### src/rtl/dino_sprite_renderer.sv
// rtl/dino_sprite_renderer.sv - 3-stage sprite overlay on a VGA pixel stream
// Position updates are double-buffered and only take effect at frame end.
module dino_sprite_renderer #(
   parameter int          SPR_W     = 32,
   parameter int          SPR_H     = 32,
   parameter logic [11:0] BG_COLOR  = 12'hFFF,
   parameter logic [11:0] KEY_COLOR = 12'h0F0,
   parameter int          DEF_X     = 64,
   parameter int          DEF_Y     = 400,
   localparam int         AW        = $clog2(SPR_W * SPR_H)
) (
   input  logic          clk25,
   input  logic          resetn,
   input  logic          active,
   input  logic          screenEnd,
   input  logic          hSync,
   input  logic          vSync,
   input  logic [9:0]    x,
   input  logic [8:0]    y,
   input  logic          pos_valid,
   input  logic [9:0]    pos_x,
   input  logic [8:0]    pos_y,
   output logic          pos_ready,
   output logic [AW-1:0] rom_addr,
   input  logic [11:0]   rom_data,
   output logic [3:0]    VGA_R,
   output logic [3:0]    VGA_G,
   output logic [3:0]    VGA_B,
   output logic          hSync_out,
   output logic          vSync_out,
   output logic [15:0]   frame_count
);

   logic [9:0]    r_live_x, r_pend_x;
   logic [8:0]    r_live_y, r_pend_y;
   logic          r_pend_full;
   logic          r_hit1, r_hit2;
   logic          r_act1, r_act2;
   logic [2:0]    r_hs, r_vs;
   logic [11:0]   r_rgb;
   logic [AW-1:0] r_rom_addr;
   logic [15:0]   r_frames;

   logic          w_accept, w_hit;
   logic [10:0]   w_x, w_y, w_lx, w_ly, w_dx, w_dy;
   logic [AW-1:0] w_addr;
   logic [11:0]   w_rgb;

   // 11-bit compare so a sprite near the right/bottom edge is clipped, not wrapped
   assign w_x    = {1'b0, x};
   assign w_y    = {2'b00, y};
   assign w_lx   = {1'b0, r_live_x};
   assign w_ly   = {2'b00, r_live_y};
   assign w_hit  = (w_x >= w_lx) && (w_x < w_lx + 11'(SPR_W)) &&
                   (w_y >= w_ly) && (w_y < w_ly + 11'(SPR_H));
   assign w_dx   = w_x - w_lx;
   assign w_dy   = w_y - w_ly;
   assign w_addr = AW'(w_dy) * AW'(SPR_W) + AW'(w_dx);

   assign pos_ready = ~r_pend_full;
   assign w_accept  = pos_valid & ~r_pend_full;

   always_ff @(posedge clk25 or negedge resetn) begin
      if (!resetn) begin
         r_live_x    <= 10'(DEF_X);
         r_live_y    <= 9'(DEF_Y);
         r_pend_x    <= '0;
         r_pend_y    <= '0;
         r_pend_full <= 1'b0;
      end else if (screenEnd && r_pend_full) begin
         r_live_x    <= r_pend_x;
         r_live_y    <= r_pend_y;
         r_pend_full <= 1'b0;
      end else if (w_accept) begin
         r_pend_x    <= pos_x;
         r_pend_y    <= pos_y;
         r_pend_full <= 1'b1;
      end
   end

   always_ff @(posedge clk25 or negedge resetn) begin
      if (!resetn) begin
         r_frames <= '0;
      end else if (screenEnd) begin
         r_frames <= r_frames + 16'd1;
      end
   end

   always_ff @(posedge clk25 or negedge resetn) begin
      if (!resetn) begin
         r_hit1     <= 1'b0;
         r_hit2     <= 1'b0;
         r_act1     <= 1'b0;
         r_act2     <= 1'b0;
         r_hs       <= 3'b111;
         r_vs       <= 3'b111;
         r_rgb      <= '0;
         r_rom_addr <= '0;
      end else begin
         r_hit1     <= w_hit;
         r_hit2     <= r_hit1;
         r_act1     <= active;
         r_act2     <= r_act1;
         r_hs       <= {r_hs[1:0], hSync};
         r_vs       <= {r_vs[1:0], vSync};
         r_rgb      <= w_rgb;
         r_rom_addr <= w_hit ? w_addr : '0;
      end
   end

   // rom_data here belongs to the pixel whose hit flag is now in r_hit2
   always_comb begin
      w_rgb = BG_COLOR;
      if (!r_act2) begin
         w_rgb = 12'h000;
      end else if (r_hit2 && (rom_data != KEY_COLOR)) begin
         w_rgb = rom_data;
      end
   end

   assign rom_addr    = r_rom_addr;
   assign VGA_R       = r_rgb[11:8];
   assign VGA_G       = r_rgb[7:4];
   assign VGA_B       = r_rgb[3:0];
   assign hSync_out   = r_hs[2];
   assign vSync_out   = r_vs[2];
   assign frame_count = r_frames;

endmodule

### config.mk
export PLATFORM = sky130hd
export DESIGN_NAME = dino_sprite_renderer
export DESIGN_NICKNAME = d
export VERILOG_FILES = /design/src/rtl/dino_sprite_renderer.sv
export SDC_FILE = /design/constraint.sdc
export NUM_CORES = 1
export LEC_CHECK = 0
export ABC_AREA = 1
export BUFFER_PORTS_ARGS = -buffer_cell sky130_fd_sc_hd__buf_4
export CAP_MARGIN = 20
export CORE_ASPECT_RATIO = 0.75
export CORE_UTILIZATION = 25
export CTS_BUF_LIST = sky130_fd_sc_hd__clkbuf_2
export CTS_CLUSTER_SIZE = 30
export DETAILED_ROUTE_END_ITERATION = 10
export PLACE_DENSITY = 0.48
export SYNTH_ARGS = -nofsm -noshare
export SYNTH_HDL_FRONTEND = slang
export SYNTH_SLANG_ARGS = --single-unit
### constraint.sdc
create_clock -name clk25 -period 5.8 [get_ports clk25]
set_clock_uncertainty 0.2 [all_clocks]
set_input_delay 0.87 -clock clk25 [delete_from_list [all_inputs] [get_ports clk25]]
set_output_delay 0.87 -clock clk25 [all_outputs]
set_load 0.05 [all_outputs]
### After elaboration in Yosys (flattened, before gate mapping)

Index checks and enable logic that the tools add are counted.

* add/sub/neg operators: 6
* $lt $le $gt $ge: 4
* bitwise gates (word level): 3
* equal/unequal tests: 1
* reductions and logical operators: 7
* multiplexer cells: 5

Operators by type and width (count)
* $mux 12: 2
* $add 16x1->16 const B: 1
* $ne 12x8->1 const B: 1
* $add 10x6->11 const B: 1
* $lt 10x11->1: 1
* $add 10x10->10: 1
* $add 9x6->10 const B: 1
* $ge 10x10->1: 1
* $lt 9x10->1: 1
* $mux 10: 1
* $sub 10x10->10: 1
* $ge 9x9->1: 1
* $logic_and 1x1->1: 5
* $sub 5x5->5: 1
* $mux 1: 2
* $not 1->1: 2
* $reduce_and 2->1: 1
* $reduce_bool 2->1: 1
* $and 1x1->1: 1

* output and inout port bits: 41
* register bits after elaboration: 87

### Longest topological paths before layout

* word-level depth: 6
* gate-level depth with buffers: 15

### Least setup slack after synthesis

OpenSTA, ideal clock, no wires.

* path kind: input port to flip-flop
* start point: input port y[0]
* end point: register r_rom_addr[8] (netlist: rom_addr[8])
* path slack: 2470 ps
* stages: 13
* arrival time: 3010 ps
* cell sequence: inv_1 ha_1 inv_1 fa_1 xor2_1 fa_1 ha_1 nand2_1 nor3_1 nand2_1 nand3_1 xor2_1 nor2_2

* word-level cells in the longest chain between the ends: 4

Ends and longest elaborated chain
* start: declaration: line 19 `input logic [8:0] y,`
* branches (longest 3 deep; another with $add 10x10->10)
* $mux 10 (*): line 107 `r_rom_addr <= w_hit ? w_addr : '0;`
* end signal: assignment: line 107
* end: declaration: line 41 `logic [AW-1:0] r_rom_addr;`

Mark *: on every way between the ends.
A chain may end at the register's enable or synchronous reset.

### Worst setup path after layout

Ends and elaborated chain as after synthesis.

==> out/metrics.yaml <==
peakVddDrop_uv: 223
p_int_w: 0.00131
ys.flop_type: "dfrtp_1"
track_usage_pct: 11.4
synth_top_area_cell: "dfrtp_1"
ff2ff_path_depth: 12
top_layer_used: "met4"
syn_avg_cell_area_um2: 9.59
grt_start_max_net_pins: 72
drive_gt1_share_pct: 25.3
io_pins: 98
crit_path_top_delay_cell: "fa_1"
drc: 2
synth-async-reset-ratio_pct: 100
slew_headroom_pct: 37.4
drt_iter0_drc: 135
wl_met1_mm: 5.24
dieArea_mm2: 0.0194
min_path_cells: 0
setup_violations: 0
port_buffers: 97
required_ns: 6.08
synthTopCellsByArea: "dfrtp_1 41%, ha_1 10%, nand2_1 5.9%"
startpoint_type: "primary input"
cp.depth: 14
ys_top_cells_by_count: "77 x dfrtp_1, 74 x nand2_1, 72 x inv_1"
switchingPower_w: 0.00108
finalHoldViolCount: 0
synth.top_cell.area_share_pct: 40.9
wl_met3_um: 545
antenna_left: 0
place_area_mm2: 0.00571
clk_pin_slew_worst_paths_ns: 0.24
violations: "DRC"
wl_met2_mm: 4.37
fill_cells: 1945
cts_resized: 0
first_global_vias: 3432
critical_path.top_delay_family: "adder cells"
clockPowerShare_pct: 13.4
fin_nets: 699
cts_made_buffers: 9
gp_routability_congestion: 0.777
yosys_warnings: 0
synth_area_mm2: 0.00471
first_pass_iters: 7
rsz0062_at_grt: "no"
power.total_w: 0.00239
crit_buf_inv: 3
setup_tns_ns: 0
post-cts-setup-buffer-count: 0
yosysMostFrequentCell: "dfrtp_1"
hpwl_mm: 8.21
postLayoutCellArea_mm2: 0.00584
power_density_mw_per_mm2: 409
synth-seq-area-share_pct: 46.5
combPwrFrac_pct: 51.8
sw_frac_of_total_pct: 45.1
grt_pass1_wl_mm: 17.4
viasPerCell: 4.06
worst-path-max-fanout: 4
gr-total-overflow: 0
hold_class: "register to register"
syn_to_final_growth_pct: 24.0
p_leak_nw: 3.00
status: "complete, but fails checks"
power_frac_seq_pct: 34.7
grt_antenna_before_repair: 0
syn_nets: 597
ctsRootBufferMaster: "clkbuf_2"
ys_ff_latch: 87
period_share_pct: 54.1
n_antenna_cell: 0
via_count: 3432
crit_path_end_kind: "register"
synthDistinctLibCells: 36
path_cells: "buf_4 -> inv_1 -> ha_1 -> inv_1 -> fa_1 -> xor2_1 -> fa_1 -> ha_1 -> nand2_1 -> nor3_1 -> nand2_1 -> nand3_1 -> xor2_1 -> nor2_2"
die_w_um: 160
die-height_um: 121
layout_min_cycle_time_ns: 3.14
wl_mm: 10.3
crit_type: "primary input to register"
clk_latency_ns: 0.56
slowest_delay_ns: 0.44
clk_path_buf_depth: 2
synth_edf_count: 0
cts_sinks: 87
rows: 43
worst-endpoint-arrival_ns: 3.41
cts_tree: "done"
drv_cap: 0
timing.hold.ws_ns: 0.170
slew_viol_final: 0
tightest_slew_ns: 0.939
wire_per_inst_um: 12.1
max_freq_mhz: 319
core_mm2: 0.0185
start_util_pct: 25.5
syn_inst: 491
h-tree-depth: 3
final timing paths:
path / start / end / slack, ns
worst min register to register: r_act1 / r_act2 / 0.17
max in group asynchronous: resetn / r_pend_y[8] / 3.74
min in group asynchronous: resetn / rom_addr[2] / 0.45
worst max register to register: r_live_y[0] / rom_addr[8] / 2.71
worst min-delay path: r_act1 / r_act2 / 0.17
worst max-delay path: y[0] / rom_addr[8] / 2.66
stage by stage:
| step | worst slack (ns) | util [%] | cells |
|---|---|---|---|
| 3_5_place_dp | 2.05 | 31.0 | 828 |
| 5_1_grt | 2.41 | 31.6 | 845 |
| 2_1_floorplan | 2.47 | - | 491 |
| 4_1_cts | 2.70 | 31.6 | 845 |
| 3_3_place_gp | 2.15 | 31.0 | 828 |
| 6_report | 2.66 | 31.6 | 845 |
layout by cell type (no fill, tap or decap), types with 2 or more instances in the layout:
| cell type | n |
|---|---|
| a21oi_1 | 28 |
| dfstp_2 | 10 |
| fa_1 | 10 |
| clkbuf_2 | 9 |
| nand3_2 | 2 |
| nand4_1 | 2 |
| xnor2_1 | 9 |
| nor2_1 | 37 |
| mux2_1 | 18 |
| o21bai_1 | 2 |
| nand3_1 | 21 |
| inv_6 | 2 |
| dfrtp_1 | 77 |
| o21ai_1 | 20 |
| xor2_1 | 19 |
| nor3_1 | 6 |
| nor2_2 | 14 |
| clkinvlp_4 | 2 |
| buf_4 | 99 |
| nand2_1 | 74 |
| inv_1 | 72 |
| ha_1 | 39 |
| a21o_1 | 2 |
| inv_2 | 8 |
| clkinv_1 | 2 |
state kept, by name, indices dropped and copies added (netlist names):
name / cells
r_vs: 3
r_live_x: 10
r_rgb: 12
r_pend_x: 10
r_hit1: 1
r_hit2: 1
frame_count: 16
r_act1: 1
r_hs: 3
r_pend_full: 1
rom_addr: 10
r_live_y: 9
r_pend_y: 9
r_act2: 1
kinds of logic (layout without fill, tap and decap cells):
kind of cell / after synthesis / count (layout) / share of synthesized area [%]
and+or+nand+nor: 162 / 162 / 15.3
muxes: 18 / 18 / 4.30
DFF: 87 / 87 / 46.5
buffers and inverters: 91 / 198 / 7.60
AOI/OAI and AO/OA: 56 / 56 / 6.48
xor gates and xnor gates: 28 / 28 / 5.21
adders and majority gates: 49 / 49 / 14.6
routing by layer:
| layer | vias to the layer above | global-route usage, % |
|---|---|---|
| met5 | - | 0 |
| met4 | 0 | 3.39 |
| met3 | 9 | 3.73 |
| met2 | 72 | 16.9 |
| met1 | 1599 | 15.7 |
| li1 | 1752 | - |
power by group through the flow:
stage	clock, W	sequential, W	combinational (W)
2_1_floorplan	0	0.000990	0.000773
3_3_place_gp	0	0.000840	0.00122
3_5_place_dp	0	0.000843	0.00124
4_1_cts	0.000347	0.000831	0.00125
5_1_grt	0.000371	0.000849	0.00140
6_report	0.000321	0.000828	0.00124
final cells by class:
cell class	instances	area (um2)	area share, %
Clock buffer	9	45.0	0.771
Tap cell	247	309	5.29
Inverter	82	309	5.29
Timing Repair Buffer	100	753	12.9
Multi-Input combinational cell	313	2160	37.0
Clock inverter	7	71.3	1.22
Sequential cell	87	2190	37.5
what timing repair did:
item,4_1_cts,5_1_grt
hold buffers,1,0
setup endpoints to repair,0,0
hold endpoints to repair,16,0
No activity file was read; power rests on OpenSTA's default activity.
